`config.mk`:
```
export PLATFORM = sky130hd
export DESIGN_NAME = demux1to4_dispatcher
export DESIGN_NICKNAME = d
export VERILOG_FILES = /design/src/rtl/demux_pkg.sv /design/src/rtl/demux1to4_rr_pick.sv /design/src/rtl/demux1to4_dispatcher.sv
export SDC_FILE = /design/constraint.sdc
export NUM_CORES = 1
export LEC_CHECK = 0
export ABC_AREA = 1
export BUFFER_PORTS_ARGS = -buffer_cell sky130_fd_sc_hd__buf_2
export CAP_MARGIN = 20
export CORE_UTILIZATION = 45
export CTS_CLUSTER_DIAMETER = 200
export DETAILED_ROUTE_END_ITERATION = 8
export MAX_ROUTING_LAYER = met4
export PLACE_DENSITY = 0.7
export SLEW_MARGIN = 20
export SYNTH_ARGS = -nofsm -noshare
export SYNTH_HDL_FRONTEND = slang
export SYNTH_SLANG_ARGS = --single-unit
export TNS_END_PERCENT = 50
```
`constraint.sdc`:
```
create_clock -name clk -period 1.5 [get_ports clk]
set_input_delay 0.3 -clock clk [delete_from_list [all_inputs] [get_ports clk]]
set_output_delay 0.3 -clock clk [all_outputs]
set_load 0.01 [all_outputs]
```
`src/rtl/demux_pkg.sv`:
```
// Shared widths and types for the 1-to-4 demux feeder and its channel picker.
package demux_pkg;

  localparam int DATA_W = 4;
  localparam int NUM_CH = 4;
  localparam int SEL_W  = 2;

  typedef logic [SEL_W-1:0]  sel_t;
  typedef logic [DATA_W-1:0] data_t;

endpackage

```
`src/rtl/demux1to4_rr_pick.sv`:
```
// Cyclic first-set search over a 4-bit channel mask, starting at 'start'.
// Purely combinational (zero latency); no handshake of its own.
module demux1to4_rr_pick
  import demux_pkg::*;
(
  input  sel_t              start,
  input  logic [NUM_CH-1:0] mask,
  output sel_t              pick,
  output logic              any
);

  sel_t idx;
  logic found;

  // Walk start, start+1, ... with natural 2-bit wrap; first enabled channel wins.
  always_comb begin
    pick  = start;
    idx   = start;
    found = 1'b0;
    for (int k = 0; k < NUM_CH; k++) begin
      idx = start + sel_t'(k);
      if (!found && mask[idx]) begin
        pick  = idx;
        found = 1'b1;
      end
    end
  end

  assign any = |mask;

endmodule

```
`src/rtl/demux1to4_dispatcher.sv`:
```
// Round-robin word-to-channel dispatcher feeding the 1-to-4 demux; one-entry output register.
// Accept-to-out_valid latency 1 cycle; input stalls while the held pair is blocked or all channels are masked.
module demux1to4_dispatcher
  import demux_pkg::*;
(
  input  logic              clk,
  input  logic              rst,
  input  logic              in_valid,
  output logic              in_ready,
  input  data_t             in_data,
  input  logic              in_sof,
  input  logic [NUM_CH-1:0] ch_mask,
  output logic              out_valid,
  input  logic              out_ready,
  output sel_t              out_sel,
  output data_t             out_d,
  output sel_t              ptr_o
);

  sel_t  ptr_q;
  sel_t  sel_q;
  data_t word_q;
  logic  vld_q;

  sel_t  start;
  sel_t  target;
  logic  mask_any;
  logic  accept;

  assign start = in_sof ? sel_t'(0) : ptr_q;

  demux1to4_rr_pick u_pick (
    .start (start),
    .mask  (ch_mask),
    .pick  (target),
    .any   (mask_any)
  );

  // Draining and refilling in the same cycle keeps full throughput.
  assign in_ready = !rst && mask_any && (!vld_q || out_ready);
  assign accept   = in_valid && in_ready;

  always_ff @(posedge clk) begin
    if (rst) begin
      vld_q  <= 1'b0;
      sel_q  <= '0;
      word_q <= '0;
      ptr_q  <= '0;
    end else if (accept) begin
      vld_q  <= 1'b1;
      sel_q  <= target;
      word_q <= in_data;
      ptr_q  <= target + sel_t'(1);
    end else if (out_ready) begin
      vld_q  <= 1'b0;
    end
  end

  // Data is gated so the demux never sees a stale word while idle.
  assign out_valid = vld_q;
  assign out_sel   = sel_q;
  assign out_d     = vld_q ? word_q : '0;
  assign ptr_o     = ptr_q;

endmodule
```
==> results of run 1 <==
-- metrics by stage --
stage                     hold slack, ps  setup slack (ps)  total power, mW  cells   util
after detailed placement             454              -189            0.562    172  0.623
after CTS                            274             -15.7            0.769    176  0.666
after global routing                 282              -188            0.844    177  0.707
after floorplan                      362              40.4            0.465    124      -
final                                279             -41.9            0.792    177  0.707
after global placement               451              -172            0.557    172  0.623
-- synth_stat cells --
| library cell | instances | area share |
|---|---|---|
| nor2_1 | 1 | 0.0049 |
| a21oi_1 | 6 | 0.039 |
| nand3b_1 | 1 | 0.0099 |
| nor2_2 | 1 | 0.0082 |
| nand2_2 | 6 | 0.049 |
| dfxtp_1 | 9 | 0.24 |
| inv_1 | 14 | 0.069 |
| nand3_1 | 19 | 0.12 |
| nand2_1 | 47 | 0.23 |
| nand3b_2 | 1 | 0.015 |
| nand3_2 | 6 | 0.079 |
| nor2_4 | 2 | 0.030 |
| nand2_4 | 1 | 0.015 |
| buf_6 | 2 | 0.030 |
| buf_4 | 1 | 0.0099 |
| o211ai_1 | 2 | 0.020 |
| nand4_1 | 1 | 0.0082 |
| inv_2 | 4 | 0.020 |
-- registers in the layout (all words and copies together) (netlist names) --
| signal | cells |
|---|---|
| out_sel | 2 |
| word_q | 4 |
| ptr_o | 2 |
| out_valid | 1 |
-- what timing repair did --
action / CTS / global route
setup buffers: 0 / 1
gates resized for setup: 12 / 13
pin swaps: 1 / 8
setup endpoints to repair: 3 / 4
-- cell families after synthesis --
group | share of synthesized area
DFF | 0.237
AOI/OAI and AO/OA | 0.0592
buffers and inverters | 0.128
and+or+nand+nor | 0.576
-- path summary, 6_finish.rpt --
| kind | startpoint | endpoint | slack [ps] | depth (start not counted) |
|---|---|---|---|---|
| worst max-delay path | ptr_o[0]$_SDFFE_PP0P_ | ptr_o[1]$_SDFFE_PP0P_ | -40 | 14 |
| worst min-delay path | in_data[0] | word_q[0]$_SDFFE_PP0P_ | 280 | 3 |
| worst max register to register | ptr_o[0]$_SDFFE_PP0P_ | ptr_o[1]$_SDFFE_PP0P_ | -40 | 14 |
| worst min register to register | word_q[0]$_SDFFE_PP0P_ | word_q[0]$_SDFFE_PP0P_ | 470 | 2 |
-- area by class of cell --
class	instances	area share
inverters	18	0.0620
repair buffers	36	0.201
flip-flops and latches	9	0.172
multi-input cells	94	0.522
well taps	16	0.0184
clock buffers	4	0.0241
-- cells in the final DEF (no fill, tap or decap), types with 2 or more instances in the layout --
cell,synthesis,routed
dfxtp_1,9,7
nand2_4,1,4
a21oi_1,6,5
nor2_4,2,2
nand3_2,6,8
clkbuf_4,0,3
nand2_1,47,39
buf_4,1,13
dfxtp_4,0,2
inv_2,4,5
nand2_2,6,10
nand3_1,19,16
inv_1,14,13
nor2_2,1,2
o211ai_1,2,2
buf_2,0,22
-- tightest hold or removal path, cell delays in order --
cell	delay (ps)
buf_2	90
nand2_1	50
a21oi_1	50
-- routing by layer --
metal,global-route usage,part of all wire
met2,0.373,0.50
met5,-,0
met3,0.0128,0.022
met1,0.265,0.46
met4,0.109,0.020
-- power groups by stage --
stage / Clock (mW) / Sequential [mW] / Combinational (mW)
4_1_cts: 0.191 / 0.276 / 0.303
3_5_place_dp: 0 / 0.278 / 0.284
2_1_floorplan: 0 / 0.280 / 0.184
6_report: 0.184 / 0.278 / 0.330
5_1_grt: 0.195 / 0.282 / 0.366
3_3_place_gp: 0 / 0.277 / 0.280
==> run metrics, run 1 <==
status=finished with violations; failing checks=setup timing; leakage power total=between 0.6 and 0.7 nW; Critical Path Start Type=flip-flop; clk sink count=9; Synth Instances=124; worst path arrival time=1730 ps; crit-path cells=buf_6 > nand3_1 > nand2_2 > nand2_4 > nand2_4 > nor2_4 > nand2_2 > nand3_2 > nand3_2 > nand2_1 > inv_1 > nand2_1 > nand2_1 > nor2_2; TritonCTS buffer count=3; pin count of the biggest net entering global routing=11; fin nets=between 150 and 200; Hold Fails Final Rpt=0; Die Area=between 1500 and 2000 sq um; critical path's top delay family=simple AND/OR/NAND/NOR gates; Port Buf Inserts=22; Clk network pwr share=0.233; setup TNS=-47.4 ps; Reg power frac=0.351; share of cells above drive strength 1=0.472; Cell Pwr Density=between 700 and 800 nW/um^2; Post-Syn Area=roughly 760 sq um; first-pass GRT wire length=roughly 3.1 mm; Fmax=roughly 650 MHz; Area growth, synth to finish=43.3%; DR WL/cell=between 10 and 15 microns; Vias/cell=roughly 5.0; Distinct cells, synth=18; register area share after synthesis=0.237; GP Congestion=~0.9; Starting Density=0.494; Crit. End Element=flip-flop; Gate power share=0.417; Setup WS post-layout=-41.9 ps; I/O pins=23; CTS tree=built; Worst Skew=roughly 5.5 ps; Slowest cell on crit path=dfxtp_4; n_diodes=0; H-Tree Depth=1; Row Count=14; Die X-Extent=roughly 43 microns; Clk pin slew, worst setup/hold paths=60 ps; final HPWL from detailed placement=1.39 mm; Sw Ratio=0.365; Root Driver=clkbuf_4; clk buf depth=2; vias in the first global route=between 700 and 800; buffer and inverter count on the worst path=2; DR vias=892; NetSw=roughly 290 uW; kind of critical path=flip-flop to flip-flop; DR pass1 iterations=4; Hold-fix buffers, CTS=0; CP required=1690 ps; Seq cells post-synth=9; Clk Latency, worst-skew pair=between 200 and 300 ps; Slew HR=0.873; most frequent CP cell=nand2_1; ANT nets after route=0; Post-DP Area=roughly 960 sq um; Storage cell area=about 190 sq um; Critical Path Fanout Max=7; Hold Crit Class=input pin to flip-flop; maximum vdd drop=about 0.00066 V; drt drc=0; Synthesis Warnings=0; area of the multi-input gates=569 sq um; final setup vio count=2; internal power=between 500 and 600 uW; core area=1540 sq um; maxcap violations=0; die height=43.1 microns; initial antenna violation count=0; Mapped Avg Cell Area=slightly above 6 sq um; Final Cell Area=roughly 1100 sq um; RSZ-0062 raised after global routing=yes; drt initial violations=6; post-route clock period utilization=1.03; minimum clock period=1540 ps; syn_nets=137; overall routing resource usage=0.222; fill count=between 100 and 150; worst slew pin tran=roughly 190 ps; total wire length=approximately 1.8 mm; Remaining Overflow, GRT=0; CP max stage delay=approximately 380 ps; final max-slew violation count=0
(Power assumes the default switching activity.)
==> run 2: changes to the inputs <==
--- a/config.mk
+++ b/config.mk
@@ -13,6 +13,7 @@
 export DETAILED_ROUTE_END_ITERATION = 8
 export MAX_ROUTING_LAYER = met4
 export PLACE_DENSITY = 0.7
+export SETUP_SLACK_MARGIN = 0.2
 export SLEW_MARGIN = 20
 export SYNTH_ARGS = -nofsm -noshare
 export SYNTH_HDL_FRONTEND = slang
==> run 2 against run 1 <==
Effect of this change:
- the run still ends with setup timing left
- highest routed layer unchanged
- flip-flop and latch count is the same
- register-to-register slack lost 20 ps
- design area grew 3.3%
- critical path depth shrank 2
- fmax shrank 1.5%
- cell count grew 1.7%
==> run metrics, run 2 (synthesis results as in run 1) <==
die height=43.1 microns (unchanged); ANT nets after route=0 (unchanged); Clk Latency, worst-skew pair=270 ps (was 260 ps); met3 Usage GRT=0.0638 (was 0.0128); final max-slew violation count=0 (unchanged); buffer and inverter count on the worst path=2 (unchanged); Cell Pwr Density=720 nW/um^2 (was 726 nW/um^2); Critical Path Stages=12 (was 14); Die X-Extent=43.1 microns (unchanged); CP Launch Point=ptr_o[0]$_SDFFE_PP0P_ (unchanged); # placed instances=173 (was 172); Critical Path Fanout Max=10 (was 7); maximum vdd drop=0.000676 V (was 0.000657 V); maxcap violations=0 (unchanged); I/O pins=23 (unchanged); Hold Crit Depth=3 (unchanged); post-route clock period utilization=1.04 (was 1.03); fin nets=178 (was 175); Crit. End Element=flip-flop (unchanged); overall routing resource usage=0.245 (was 0.222); Post-DP Area=983 sq um (was 960 sq um); GP Congestion=0.907 (was 0.893); clk sink count=9 (unchanged); Root Driver=clkbuf_4 (unchanged); core area=1540 sq um (unchanged); CP max stage delay=410 ps (was 380 ps); Slowest cell on crit path=dfxtp_4 (unchanged); R2R depth=12 (was 14); most frequent cells in the layout=39 x nand2_1, 22 x buf_2, 15 x nand3_1, 14 x buf_4, 13 x inv_1 (was 39 x nand2_1, 22 x buf_2, 16 x nand3_1, 13 x inv_1, 13 x buf_4); GR Util met1=0.336 (was 0.265); Starting Density=0.494 (unchanged); pin count of the biggest net entering global routing=11 (unchanged); Die Area=1860 sq um (unchanged); vias in the first global route=762 (was 799); n_diodes=0 (unchanged); global route hottest layer=met1 (was met2); Vias/cell=5.10 (was 5.04); crit-path cells=nand2_8 > nand2_1 > nand3_2 > nand2_2 > buf_4 > nand3_2 > nand2_1 > nand2_1 > nand3_1 > nand3_2 > o211ai_1 > inv_1 (was buf_6 > nand3_1 > nand2_2 > nand2_4 > nand2_4 > nor2_4 > nand2_2 > nand3_2 > nand3_2 > nand2_1 > inv_1 > nand2_1 > nand2_1 > nor2_2); Area growth, synth to finish=48.0% (was 43.3%); drt drc=0 (unchanged); Worst setup endpoint=out_sel[1]$_SDFFE_PP0P_ (was ptr_o[1]$_SDFFE_PP0P_); drt initial violations=23 (was 6); number of flip-flops under the largest register name=4 (unchanged); worst path arrival time=1710 ps (was 1730 ps); RSZ-0062 raised after global routing=yes (unchanged); Hold Crit Class=input pin to flip-flop (unchanged); Fmax=639 MHz (was 649 MHz); DR vias=918 (was 892); Largest Register=word_q (unchanged); DR pass1 iterations=4 (unchanged); Setup WS post-layout=-65.4 ps (was -41.9 ps); Final Cell Area=1130 sq um (was 1090 sq um); R2R Setup Slk=-70 ps (was -40 ps); Hold Fails Final Rpt=0 (unchanged); Clk pin slew, worst setup/hold paths=70 ps (was 60 ps); total wire length=2.11 mm (was 1.80 mm); CTS tree=built (unchanged); kind of critical path=flip-flop to flip-flop (unchanged); Slew HR=0.897 (was 0.873); share of cells above drive strength 1=0.482 (was 0.472); final setup vio count=2 (unchanged); Worst R2R Start=ptr_o[0]$_SDFFE_PP0P_ (unchanged); Remaining Overflow, GRT=0 (unchanged); TritonCTS buffer count=3 (unchanged); Row Count=14 (unchanged); Critical Path Start Type=flip-flop (unchanged); critical path's top delay family=simple AND/OR/NAND/NOR gates (unchanged); initial antenna violation count=0 (unchanged); clk buf depth=2 (unchanged); first-pass GRT wire length=3.31 mm (was 3.10 mm); worst slew pin tran=155 ps (was 191 ps); leakage power total=0.655 nW (was 0.635 nW); CP required=1650 ps (was 1690 ps); met2 Resource Use GR=0.334 (was 0.373); RR Endpoint=out_sel[1]$_SDFFE_PP0P_ (was ptr_o[1]$_SDFFE_PP0P_); Finished Layout Cells=180 (was 177); H-Tree Depth=1 (unchanged); Worst Skew=12.7 ps (was 5.47 ps); final hold slack=269 ps (was 279 ps); Port Buf Inserts=22 (unchanged); DR WL/cell=11.7 microns (was 10.2 microns); minimum clock period=1570 ps (was 1540 ps); status=finished with violations (unchanged); failing checks=setup timing (unchanged); final HPWL from detailed placement=1.49 mm (was 1.39 mm); Hold-fix buffers, CTS=0 (unchanged); most common cell after layout, fill and taps aside=nand2_1 (unchanged)
[run 2: changes by cell type in the layout (fill, tap and decap cells not counted), sizes merged]
cell  delta
buf      +3
[run 2: layout make-up]
| cell class | count | area [sq um] |
|---|---|---|
| Clock buffer | 4 | 26.3 |
| Fill cell | 146 | 415 |
| Inverter | 18 | 72.6 |
| Multi-Input combinational cell | 94 | 571 |
| Sequential cell | 9 | 188 |
| Tap cell | 16 | 20.0 |
| Timing Repair Buffer | 39 | 249 |
[run 2: metal layers]
layer | vias up | wire [microns]
met5 | - | 0
met4 | 0 | 75
li1 | 478 | -
met2 | 24 | 1000
met1 | 408 | 955
met3 | 8 | 79
[run 2: how the worst min path moves through the flow]
stage / from / to / slack [ps]
after detailed placement: word_q[0]$_SDFFE_PP0P_ / word_q[0]$_SDFFE_PP0P_ / 450
after global placement: word_q[1]$_SDFFE_PP0P_ / word_q[1]$_SDFFE_PP0P_ / 450
after floorplan: rst / ptr_o[0]$_SDFFE_PP0P_ / 360
after CTS: in_data[0] / word_q[0]$_SDFFE_PP0P_ / 260
final: in_data[0] / word_q[0]$_SDFFE_PP0P_ / 270
after global routing: in_data[2] / word_q[2]$_SDFFE_PP0P_ / 260
[run 2: timing repair]
action / 4_1_cts / 5_1_grt
gates resized for setup: 15 / 10
setup endpoints to repair: 4 / 4
pin swaps: 8 / 10
buffers inserted: 2 / 1
[run 2: per-stage QoR]
step | setup WS [ps] | utilization | TNS, ps | total power [mW]
final | -65.4 | 0.731 | -125 | 0.811
after floorplan | 95.2 | - | 0 | 0.471
after global routing | -168 | 0.731 | -446 | 0.867
after global placement | -168 | 0.638 | -404 | 0.557
after CTS | 3.68 | 0.692 | 0 | 0.786
after detailed placement | -156 | 0.638 | -422 | 0.563
[run 2: power by group]
part | switching (mW) | internal, mW
Clock | 0.0877 | 0.102
Sequential | 0.0203 | 0.257
Combinational | 0.195 | 0.148
Total | 0.303 | 0.507
[run 2: worst min-delay path: cells and delay by family]
family	cells	cell delay [ps]
AOI/OAI and AO/OA	1	50
buffers and inverters	1	90
and+or+nand+nor	1	50
==> run 3: changes to the inputs <==
--- a/config.mk
+++ b/config.mk
@@ -8,11 +8,13 @@
 export ABC_AREA = 1
 export BUFFER_PORTS_ARGS = -buffer_cell sky130_fd_sc_hd__buf_2
 export CAP_MARGIN = 20
-export CORE_UTILIZATION = 45
+export CELL_PAD_IN_SITES_DETAIL_PLACEMENT = 1
+export CELL_PAD_IN_SITES_GLOBAL_PLACEMENT = 2
+export CORE_UTILIZATION = 25
 export CTS_CLUSTER_DIAMETER = 200
 export DETAILED_ROUTE_END_ITERATION = 8
 export MAX_ROUTING_LAYER = met4
-export PLACE_DENSITY = 0.7
+export PLACE_DENSITY = 0.76
 export SETUP_SLACK_MARGIN = 0.2
 export SLEW_MARGIN = 20
 export SYNTH_ARGS = -nofsm -noshare
==> run 3 against run 2 <==
Effect of this change:
- the flow finishes with violations (DRC, setup timing)
- flip-flop and latch count unchanged
- wire length up 18%
- die area up 76%
- global-route usage down 8.3 points
- clock power about the same
- combinational power up 12%
- power up 5.4%
- clock-buffer cell count unchanged
- worst hold slack better by 23 ps
- highest routed layer unchanged
- sequential power about the same
- fmax up 0.24%
==> run metrics, run 3 (synthesis results as in run 1) <==
Hold Crit Depth=3 (unchanged); first-pass GRT wire length=3.99 mm (was 3.31 mm); CTS tree=built (unchanged); overall routing resource usage=0.162 (was 0.245); # placed instances=188 (was 173); Final Util=0.430 (was 0.731); number of flip-flops under the largest register name=4 (unchanged); Final Cell Area=1220 sq um (was 1130 sq um); n_diodes=0 (unchanged); power consumption=854 uW (was 811 uW); Slew HR=0.888 (was 0.897); fill count=369 (was 146); area of the multi-input gates=614 sq um (was 571 sq um); Die Area=3270 sq um (was 1860 sq um); GP Congestion=0.750 (was 0.907); Critical Path Start Type=flip-flop (unchanged); worst path arrival time=1730 ps (was 1710 ps); Reg power frac=0.326 (was 0.342); Die X-Extent=57.2 microns (was 43.1 microns); fin nets=181 (was 178); Crit. End Element=flip-flop (unchanged); Row Count=19 (was 14); clk buf depth=2 (unchanged); DR pass1 iterations=6 (was 4); Cell Pwr Density=703 nW/um^2 (was 720 nW/um^2); H-Tree Depth=1 (unchanged); RSZ-0062 raised after global routing=yes (unchanged); Hold Fails Final Rpt=0 (unchanged); most common cell after layout, fill and taps aside=nand2_1 (unchanged); kind of critical path=flip-flop to flip-flop (unchanged); Sw Ratio=0.379 (was 0.374); Clk Latency, worst-skew pair=270 ps (about the same); Storage cell area=189 sq um (was 188 sq um); ANT nets after route=0 (unchanged); R2R depth=11 (was 12); I/O pins=23 (unchanged); drt drc=4 (was 0); setup TNS=-116 ps (was -125 ps); pin count of the biggest net entering global routing=11 (unchanged); final hold slack=292 ps (was 269 ps); Clk pin slew, worst setup/hold paths=70 ps (about the same); share of cells above drive strength 1=0.545 (was 0.482); die height=57.2 microns (was 43.1 microns); worst slew pin tran=167 ps (was 155 ps); Starting Density=0.269 (was 0.494); failing checks=DRC, setup timing (was setup timing); Post-DP Area=1000 sq um (was 983 sq um); Remaining Overflow, GRT=0 (unchanged); post-route clock period utilization=1.04 (about the same); drt initial violations=25 (was 23); vias in the first global route=932 (was 762); initial antenna violation count=0 (unchanged); Finished Layout Cells=198 (was 180); leakage power total=0.674 nW (was 0.655 nW); DR vias=913 (was 918); core area=2830 sq um (was 1540 sq um); TritonCTS buffer count=3 (unchanged); maximum vdd drop=0.000544 V (was 0.000676 V); final max-slew violation count=0 (unchanged); setup slack at placement=-230 ps (was -156 ps); minimum clock period=1560 ps (was 1570 ps); Clk network pwr share=0.223 (was 0.234); Root Driver=clkbuf_4 (unchanged); CP required=1670 ps (was 1650 ps); Fmax=640 MHz (was 639 MHz); final setup vio count=2 (unchanged); Worst Skew=10.8 ps (was 12.7 ps); Critical Path Fanout Max=8 (was 10); total wire length=2.49 mm (was 2.11 mm); NetSw=324 uW (was 303 uW); Largest Register=word_q (unchanged); final HPWL from detailed placement=1.80 mm (was 1.49 mm); status=finished with violations (unchanged); Area growth, synth to finish=59.9% (was 48.0%); clk sink count=9 (unchanged); maxcap violations=0 (unchanged); most frequent cells in the layout=39 x nand2_1, 22 x buf_2, 16 x buf_4, 14 x nand3_2, 13 x inv_1 (was 39 x nand2_1, 22 x buf_2, 15 x nand3_1, 14 x buf_4, 13 x inv_1); Hold-fix buffers, CTS=0 (unchanged); Setup WS post-layout=-61.7 ps (was -65.4 ps); internal power=530 uW (was 507 uW); Hold Crit Class=input pin to flip-flop (unchanged); Port Buf Inserts=22 (unchanged); DR WL/cell=12.6 microns (was 11.7 microns); Gate power share=0.451 (was 0.423); Vias/cell=4.61 (was 5.10)
## run 3: worst max-delay path, stage by stage, from the launching register on
cell     delay [ps]
dfxtp_4         420
buf_6           150
nand3_2         110
nand3_2          90
nand2_2          60
nor2_4          150
nand2_2         100
nand3_4          80
buf_4           110
nand2_1          50
nor2_2          110
nor2_2           40
## run 3: path summary, 6_finish.rpt
| check | startpoint | end | slack (ps) |
|---|---|---|---|
| setup / recovery | ptr_o[0]$_SDFFE_PP0P_ | ptr_o[1]$_SDFFE_PP0P_ | -60 |
| setup reg to reg | ptr_o[0]$_SDFFE_PP0P_ | ptr_o[1]$_SDFFE_PP0P_ | -60 |
| hold reg to reg | word_q[3]$_SDFFE_PP0P_ | word_q[3]$_SDFFE_PP0P_ | 470 |
| hold / removal | in_data[3] | word_q[3]$_SDFFE_PP0P_ | 290 |
## run 3: repair_timing
| action | in CTS | in global routing |
|---|---|---|
| buffers inserted | 3 | 3 |
| endpoints found under the hold margin | 0 | 0 |
| pin swaps | 5 | 6 |
| endpoints found under the setup margin | 4 | 9 |
| gates resized for setup | 17 | 16 |
## run 3: routing by layer
| layer | vias to the layer above | part of all wire | track usage |
|---|---|---|---|
| met4 | 0 | 0.012 | 0.0523 |
| met2 | 18 | 0.55 | 0.308 |
| met1 | 412 | 0.42 | 0.176 |
| met5 | - | 0 | - |
| met3 | 3 | 0.021 | 0.0136 |
| li1 | 480 | - | - |
## run 3: cell type report
type                            instances  area share
Inverter                               18      0.0597
Multi-Input combinational cell         94       0.505
Sequential cell                         9       0.155
Clock buffer                            4      0.0216
Timing Repair Buffer                   42       0.226
Tap cell                               31      0.0319
## run 3: power groups by stage
stage	sequential (mW)	clock [mW]	combinational, mW
floorplan	0.281	0	0.190
CTS	0.276	0.197	0.338
detailed placement	0.279	0	0.300
global placement	0.278	0	0.294
finish	0.279	0.190	0.385
global route	0.282	0.209	0.426
